<file path="src/rtl/apb_gpo_arbiter.sv">
// Two-master APB arbiter in front of the GPO slave (cr/odr pair).
// Round-robin grant, one transfer at a time, timeout aborts with PSLVERR.
module apb_gpo_arbiter #(
    parameter int ADDR_W  = 3,
    parameter int DATA_W  = 32,
    parameter int TIMEOUT = 16
) (
    input  logic              PCLK,
    input  logic              PRESET,
    input  logic              m0_psel,
    input  logic              m0_penable,
    input  logic              m0_pwrite,
    input  logic [ADDR_W-1:0] m0_paddr,
    input  logic [DATA_W-1:0] m0_pwdata,
    output logic [DATA_W-1:0] m0_prdata,
    output logic              m0_pready,
    output logic              m0_pslverr,
    input  logic              m1_psel,
    input  logic              m1_penable,
    input  logic              m1_pwrite,
    input  logic [ADDR_W-1:0] m1_paddr,
    input  logic [DATA_W-1:0] m1_pwdata,
    output logic [DATA_W-1:0] m1_prdata,
    output logic              m1_pready,
    output logic              m1_pslverr,
    output logic              s_psel,
    output logic              s_penable,
    output logic              s_pwrite,
    output logic [ADDR_W-1:0] s_paddr,
    output logic [DATA_W-1:0] s_pwdata,
    input  logic [DATA_W-1:0] s_prdata,
    input  logic              s_pready,
    output logic              grant
);

    localparam int CW = $clog2(TIMEOUT);
    localparam logic [CW-1:0] CNT_LAST = CW'(TIMEOUT - 1);

    typedef enum logic [1:0] {
        IDLE,
        SETUP,
        ACCESS,
        DONE
    } state_t;

    state_t state, state_nx;

    logic              gnt, gnt_nx;
    logic              fav, fav_nx;
    logic [ADDR_W-1:0] addr_q, addr_nx;
    logic [DATA_W-1:0] wdata_q, wdata_nx;
    logic              write_q, write_nx;
    logic [DATA_W-1:0] rdata_q, rdata_nx;
    logic              err_q, err_nx;
    logic [CW-1:0]     cnt_q, cnt_nx;

    logic              req_any;
    logic              pick;
    logic              pick_write;
    logic [ADDR_W-1:0] pick_addr;
    logic [DATA_W-1:0] pick_wdata;
    logic              done0;
    logic              done1;

    // The access-phase strobe carries no extra information here: a master
    // is requesting for as long as its psel is high.
    logic unused_penable;
    assign unused_penable = m0_penable ^ m1_penable;

    // fav names the master that wins the next conflict
    always_comb begin
        req_any    = m0_psel | m1_psel;
        pick       = (m0_psel & m1_psel) ? fav : m1_psel;
        pick_write = pick ? m1_pwrite : m0_pwrite;
        pick_addr  = pick ? m1_paddr  : m0_paddr;
        pick_wdata = pick ? m1_pwdata : m0_pwdata;
    end

    always_ff @(posedge PCLK or posedge PRESET) begin
        if (PRESET) begin
            state   <= IDLE;
            gnt     <= 1'b0;
            fav     <= 1'b0;
            addr_q  <= '0;
            wdata_q <= '0;
            write_q <= 1'b0;
            rdata_q <= '0;
            err_q   <= 1'b0;
            cnt_q   <= '0;
        end else begin
            state   <= state_nx;
            gnt     <= gnt_nx;
            fav     <= fav_nx;
            addr_q  <= addr_nx;
            wdata_q <= wdata_nx;
            write_q <= write_nx;
            rdata_q <= rdata_nx;
            err_q   <= err_nx;
            cnt_q   <= cnt_nx;
        end
    end

    always_comb begin
        state_nx = state;
        gnt_nx   = gnt;
        fav_nx   = fav;
        addr_nx  = addr_q;
        wdata_nx = wdata_q;
        write_nx = write_q;
        rdata_nx = rdata_q;
        err_nx   = err_q;
        cnt_nx   = cnt_q;
        unique case (state)
            IDLE: begin
                if (req_any) begin
                    gnt_nx   = pick;
                    fav_nx   = ~pick;
                    addr_nx  = pick_addr;
                    wdata_nx = pick_wdata;
                    write_nx = pick_write;
                    state_nx = SETUP;
                end
            end
            SETUP: begin
                cnt_nx   = '0;
                state_nx = ACCESS;
            end
            ACCESS: begin
                if (s_pready) begin
                    rdata_nx = write_q ? '0 : s_prdata;
                    err_nx   = 1'b0;
                    state_nx = DONE;
                end else if (cnt_q == CNT_LAST) begin
                    rdata_nx = '0;
                    err_nx   = 1'b1;
                    state_nx = DONE;
                end else begin
                    cnt_nx = cnt_q + CW'(1);
                end
            end
            DONE: begin
                state_nx = IDLE;
            end
            default: begin
                state_nx = IDLE;
            end
        endcase
    end

    // Downstream fields come straight from the capture registers, so they
    // cannot move between SETUP and the end of ACCESS.
    assign s_psel    = (state == SETUP) || (state == ACCESS);
    assign s_penable = (state == ACCESS);
    assign s_paddr   = addr_q;
    assign s_pwdata  = wdata_q;
    assign s_pwrite  = write_q;
    assign grant     = gnt;

    assign done0 = (state == DONE) && !gnt;
    assign done1 = (state == DONE) &&  gnt;

    assign m0_pready  = done0;
    assign m0_pslverr = done0 & err_q;
    assign m0_prdata  = done0 ? rdata_q : '0;

    assign m1_pready  = done1;
    assign m1_pslverr = done1 & err_q;
    assign m1_prdata  = done1 ? rdata_q : '0;

endmodule

</file>
<file path="config.mk">
export PLATFORM = sky130hd
export DESIGN_NAME = apb_gpo_arbiter
export DESIGN_NICKNAME = d
export VERILOG_FILES = /design/src/rtl/apb_gpo_arbiter.sv
export SDC_FILE = /design/constraint.sdc
export NUM_CORES = 1
export LEC_CHECK = 0
export BUFFER_PORTS_ARGS = -buffer_cell sky130_fd_sc_hd__buf_4
export CAP_MARGIN = 15
export CORE_MARGIN = 2
export CORE_UTILIZATION = 25
export DETAILED_ROUTE_END_ITERATION = 6
export GPL_TIMING_DRIVEN = 0
export PLACE_DENSITY = 0.61
export SYNTH_ARGS = -nofsm -noshare
export SYNTH_HDL_FRONTEND = slang
export SYNTH_SLANG_ARGS = --single-unit
</file>
<file path="constraint.sdc">
create_clock -name PCLK -period 2.9 [get_ports PCLK]
set_clock_uncertainty 0.1 [all_clocks]
set_input_delay 0.435 -clock PCLK [delete_from_list [all_inputs] [get_ports PCLK]]
set_output_delay 0.435 -clock PCLK [all_outputs]
set_load 0.01 [all_outputs]
</file>
# --- Yosys cells after proc, flatten, opt, wreduce, memory -nomap -nowiden ---
# Cells that the tools add are included.
op_classes:
  addsub: 1
  n_eq_ne: 8
  mux: 18
  n_bitwise: 5
  n_reduce_logical: 11
op_table:
  columns: ["cell", "n"]
  rows:
  - ["$mux W32", 6]
  - ["$mux W4", 2]
  - ["$pmux W2 S4", 1]
  - ["$pmux W4 S2", 1]
  - ["$mux W2", 3]
  - ["$ne A2 B2 Y1 const B", 3]
  - ["$reduce_and A2 Y1", 3]
  - ["$add A4 B1 Y4 const B", 1]
  - ["$eq A2 B2 Y1 const B", 2]
  - ["$eq A4 B4 Y1 const B", 1]
  - ["$mux W1", 4]
  - ["$reduce_bool A2 Y1", 2]
  - ["$and A1 B1 Y1", 3]
  - ["$mux W3", 1]
  - ["$ne A3 B1 Y1 const B", 1]
  - ["$reduce_and A3 Y1", 1]
  - ["$eq A2 B1 Y1 const B", 1]
  - ["$logic_and A1 B1 Y1", 2]
  - ["$logic_not A2 Y1", 1]
  - ["$logic_not A1 Y1", 1]
  - ["$logic_or A1 B1 Y1", 1]
  - ["$not A1 Y1", 1]
  - ["$or A1 B1 Y1", 1]
word_totals:
  ff_bits: 77
  input_bits: 111
  out_inout_bits: 107
  word_cells: 52

# --- Logic depth before layout (Yosys ltp) ---
logic_depth:
  ltp_word: 4
  mapped_depth: 7
  depth_no_buf: 5

# --- Worst setup path after synthesis ---
# OpenSTA, ideal clock, no wires.
synth_path:
  path_kind: "register to output"
  from: "reg state[1]"
  to: "out m0_prdata[22]"
  arrival_ps: 1281
  required_time_ps: 2365
  path_slack_ps: 1084
  path_stages_with_launch: 5
  cell_sequence: "dfrtp_1 ha_1 and2b_1 clkbuf_1 and2_1"
synth_via:
  elab_chain_cells: 3
synth_rtl:
  columns: ["element", "line_no", "text"]
  rows:
  - ["start, declared", "46", "state_t state, state_nx;"]
  - ["start signal, assigned", "91", "state <= state_nx;"]
  - ["$eq A2 B2 Y1", "159", "assign done0 = (state == DONE) && !gnt;"]
  - ["$logic_and A1 B1 Y1", "159", null]
  - ["net m0_pready", "16", "output logic m0_pready,"]
  - ["$mux W32", "164", "assign m0_prdata = done0 ? rdata_q : '0;"]
  - ["end, declared", "15", "output logic [DATA_W-1:0] m0_prdata,"]
# The timed path passes the listed nets, and every way through them passes these cells.

# --- Worst setup path after layout ---
layout_path:
  from: "reg state[1]"
  to: "out m0_prdata[25]"
layout_via:
  elab_chain_cells: 3
layout_rtl:
  columns: ["element", "line_no"]
  rows:
  - ["$eq A2 B2 Y1", "159"]
  - ["$logic_and A1 B1 Y1", "159"]
  - ["$mux W32", "164"]
# Every way passes these cells.

==> summary.txt <==
Finish
  – Nets@finish: 728
  – Post-Layout Inst Area: a little over 0.006 mm^2
  – # fillers: approximately 1.6k
  – Diode count: 0
  – Commonest cells after routing, fill and taps aside: buf_4, dfrtp_1, a221o_1
  – Final non-filler cell total: 833
  – P&R area growth vs syn: 55.1%
  – Commonest non-fill, non-tap cell in the layout: buf_4
  – Share of cells above drive strength 1: a little over 40%

Die
  – Num ports: ~220
  – Die area: 0.0170 mm^2
  – Row count: 46
  – Die Wd: between 100 and 150 um
  – Core area: 0.0158 mm^2
  – Die extent in y: 130 um
  – Initial core utilization: between 20% and 30%

Synthesis
  – Post-Syn Instances: 386
  – Register area share after synthesis: 48.2%
  – Syn Nets: around 500
  – Syn avg cell area: 10.4 um^2
  – Mapped cell area: ~0.004 mm^2
  – Biggest area contributors in the synthesized netlist: dfrtp_1, a221o_1, nand4b_1
  – Synthesized flop and latch total: 77
  – Synth cell types: 31
  – Post-synth top area cell: dfrtp_1
  – Yosys warning count: 0
  – Post-synth top area share: between 40% and 50%

Placement
  – Placed Area: 0.00590 mm^2
  – DP HPWL: ~10000 um
  – Dpl ws: a little under 600 ps
  – # port buffers: between 200 and 250
  – Gp weighted congestion: ~0.75
  – Placed Cells: 817

Power
  – Pint: 3.57 mW
  – Worst vdd ir: roughly 0.36 mV
  – Switching Share: a little under two fifths
  – Sequential Power Share: 33.1%
  – Clock Power Share: between 15 and 20%
  – Leakage: about 3.2 nW
  – Comb pwr share: a little under half
  – Overall Power: approximately 5.7 mW
  – Cell area power density: just over 900 mW/mm^2
  – Net Switching: ~2.1 mW

Drt
  – Vias per inst: about 4.6
  – Routed length per instance: roughly 16 um
  – Routed via count: approximately 3.9k
  – TritonRoute pass-1 iters: 4
  – Total wire length: about 13000 um
  – DRC Markers: 0
  – First DRT Iteration DRCs: ~170
  – Post-DRT Antenna Nets: 0

Global routing
  – Largest net degree at the start of global routing: 46
  – GRT overflow: 0
  – Overall global routing resource usage: ~15%
  – Vias in the first global route: approximately 3.9k
  – Initial antenna violation count: 0
  – Global-route wire length before repair: 20000 um

Setup path
  – Worst Setup SP: state[1]
  – CP required: between 2000 and 2500 ps
  – Worst-path cell chain: ha_1 > and2b_1 > clkbuf_1 > and2_1 > buf_4
  – Crit path DAT: between 2000 and 2500 ps
  – Crit-path slowest cell: ha_1
  – RR Startpoint: state[0]
  – Worst setup SP type: flop
  – CP endpoint kind: output pin
  – Buf/Inv on CP: 2
  – R2r setup slk: between 900 and 1000 ps
  – Worst-path maximum fanout: 10
  – CP top delay family: simple AND/OR/NAND/NOR gates
  – Setup CP Type: flop to output pin
  – R2r worst-path depth: 7
  – R2R Path End: rdata_q[21]
  – Max stage delay on crit path: 400 ps

STA
  – Final worst slack: around 300 ps
  – Worst hold slack: about 15 ps
  – Worst slew margin: 68.8%
  – # setup viols final: 0
  – Tcrit/Tclk final: 89.7%
  – Final hold viol count: 0
  – Fmax: ~380 MHz
  – Final Max Slew Viols: 0
  – Measured slew at the worst slew-check pin: about 470 ps
  – Final min period: ~2600 ps
  – RSZ-0062 raised after global routing: no

Clock tree
  – CTS HTree Levels: 3
  – Clk_lat worst skew: around 330 ps
  – # hold bufs at CTS: 0
  – Resized Gates After CTS: 0
  – Post-CTS Setup Inserts: 0
  – Num CTS Buffers: 9
  – Clk slew on worst S/H paths: about 60 ps
  – CTS tree: built
  – Clock Sinks: 77
  – Clock Tree Buf Depth: 2
  – Root Driver: clkbuf_16

Job
  – Max cap viols: 0

Worst hold path
  – Hold Crit Class: input pin to async pin

Run status
  – Run status: finished clean
==> registers in the layout (all words and copies together) (netlist names) <==
| register | count |
|---|---|
| grant | 1 |
| cnt_q | 4 |
| s_pwrite | 1 |
| s_pwdata | 32 |
| state | 2 |
| rdata_q | 32 |
| s_paddr | 3 |
| fav | 1 |
| err_q | 1 |
==> how the worst max path moves through the flow <==
stage	end	slack, ps	depth (start not counted)
4_1_cts	m0_prdata[25]	210	5
5_1_grt	m0_prdata[26]	130	5
2_1_floorplan	cnt_q[0]	400	1
3_3_place_gp	rdata_q[23]	-600	2
3_5_place_dp	m0_prdata[25]	580	5
6_report	m0_prdata[25]	300	5
==> metrics by stage <==
stage	TNS (ps)	utilization [%]
2_1_floorplan	0	-
3_3_place_gp	-45540	37.3
3_5_place_dp	0	37.4
4_1_cts	0	39.3
5_1_grt	0	39.3
6_report	0	39.3
==> cell families after synthesis <==
kind of cell               Yosys count  synth area share (%)
and+or+nand+nor                    174                  27.6
AOI/OAI and AO/OA                   85                  16.8
DFF                                 77                  48.2
buffers and inverters               43                  5.23
adders and majority gates            5                  1.56
muxes                                2                 0.563
==> metal layers <==
layer	vias to the layer above	wire length (um)	global-route usage [%]
li1	1858	-	-
met5	-	0	0
met2	158	6430	26.7
met4	0	137	5.13
met1	1845	5750	18.5
met3	9	858	3.26
==> power by group through the flow <==
stage / logic [mW] / registers (mW) / clock network [mW]
6_report: 2.68 / 1.88 / 1.11
3_5_place_dp: 2.73 / 1.88 / 0
2_1_floorplan: 1.46 / 1.88 / 0
4_1_cts: 2.73 / 1.88 / 1.15
5_1_grt: 2.94 / 1.94 / 1.19
3_3_place_gp: 2.64 / 1.87 / 0
==> cells in the mapped netlist <==
cell type  number
and2_0         28
a221o_1        36
a31oi_1         1
a41o_1          1
dfrtp_1        77
and2b_1         1
and4b_1         2
a21oi_4         2
a21o_1          2
mux2_2          2
and2_1         34
o31ai_1         1
nor3b_1         1
and3_1         34
o21ai_0        34
buf_2           2
o21ai_2         1
inv_1           6
clkinv_1        1
clkbuf_1       25
a22o_1          1
buf_4           6
and2_2          8
buf_6           3
nand4b_1       32
o32a_1          1
ha_1            5
nand2_1        34
a21oi_1         3
a31oi_4         1
a211oi_1        1
==> final cells by class <==
class                   count  area, um^2  area share [%]
flip-flops and latches     77        1930            31.1
multi-input cells         266        1860            30.0
repair buffers            215        1630            26.4
well taps                 216         270            4.36
clock buffers              12         246            3.98
plain buffers              36         183            2.95
clock inverters             4        47.5           0.767
inverters                   7        28.8           0.464
Note: power is estimated with default switching activity, not from simulation.
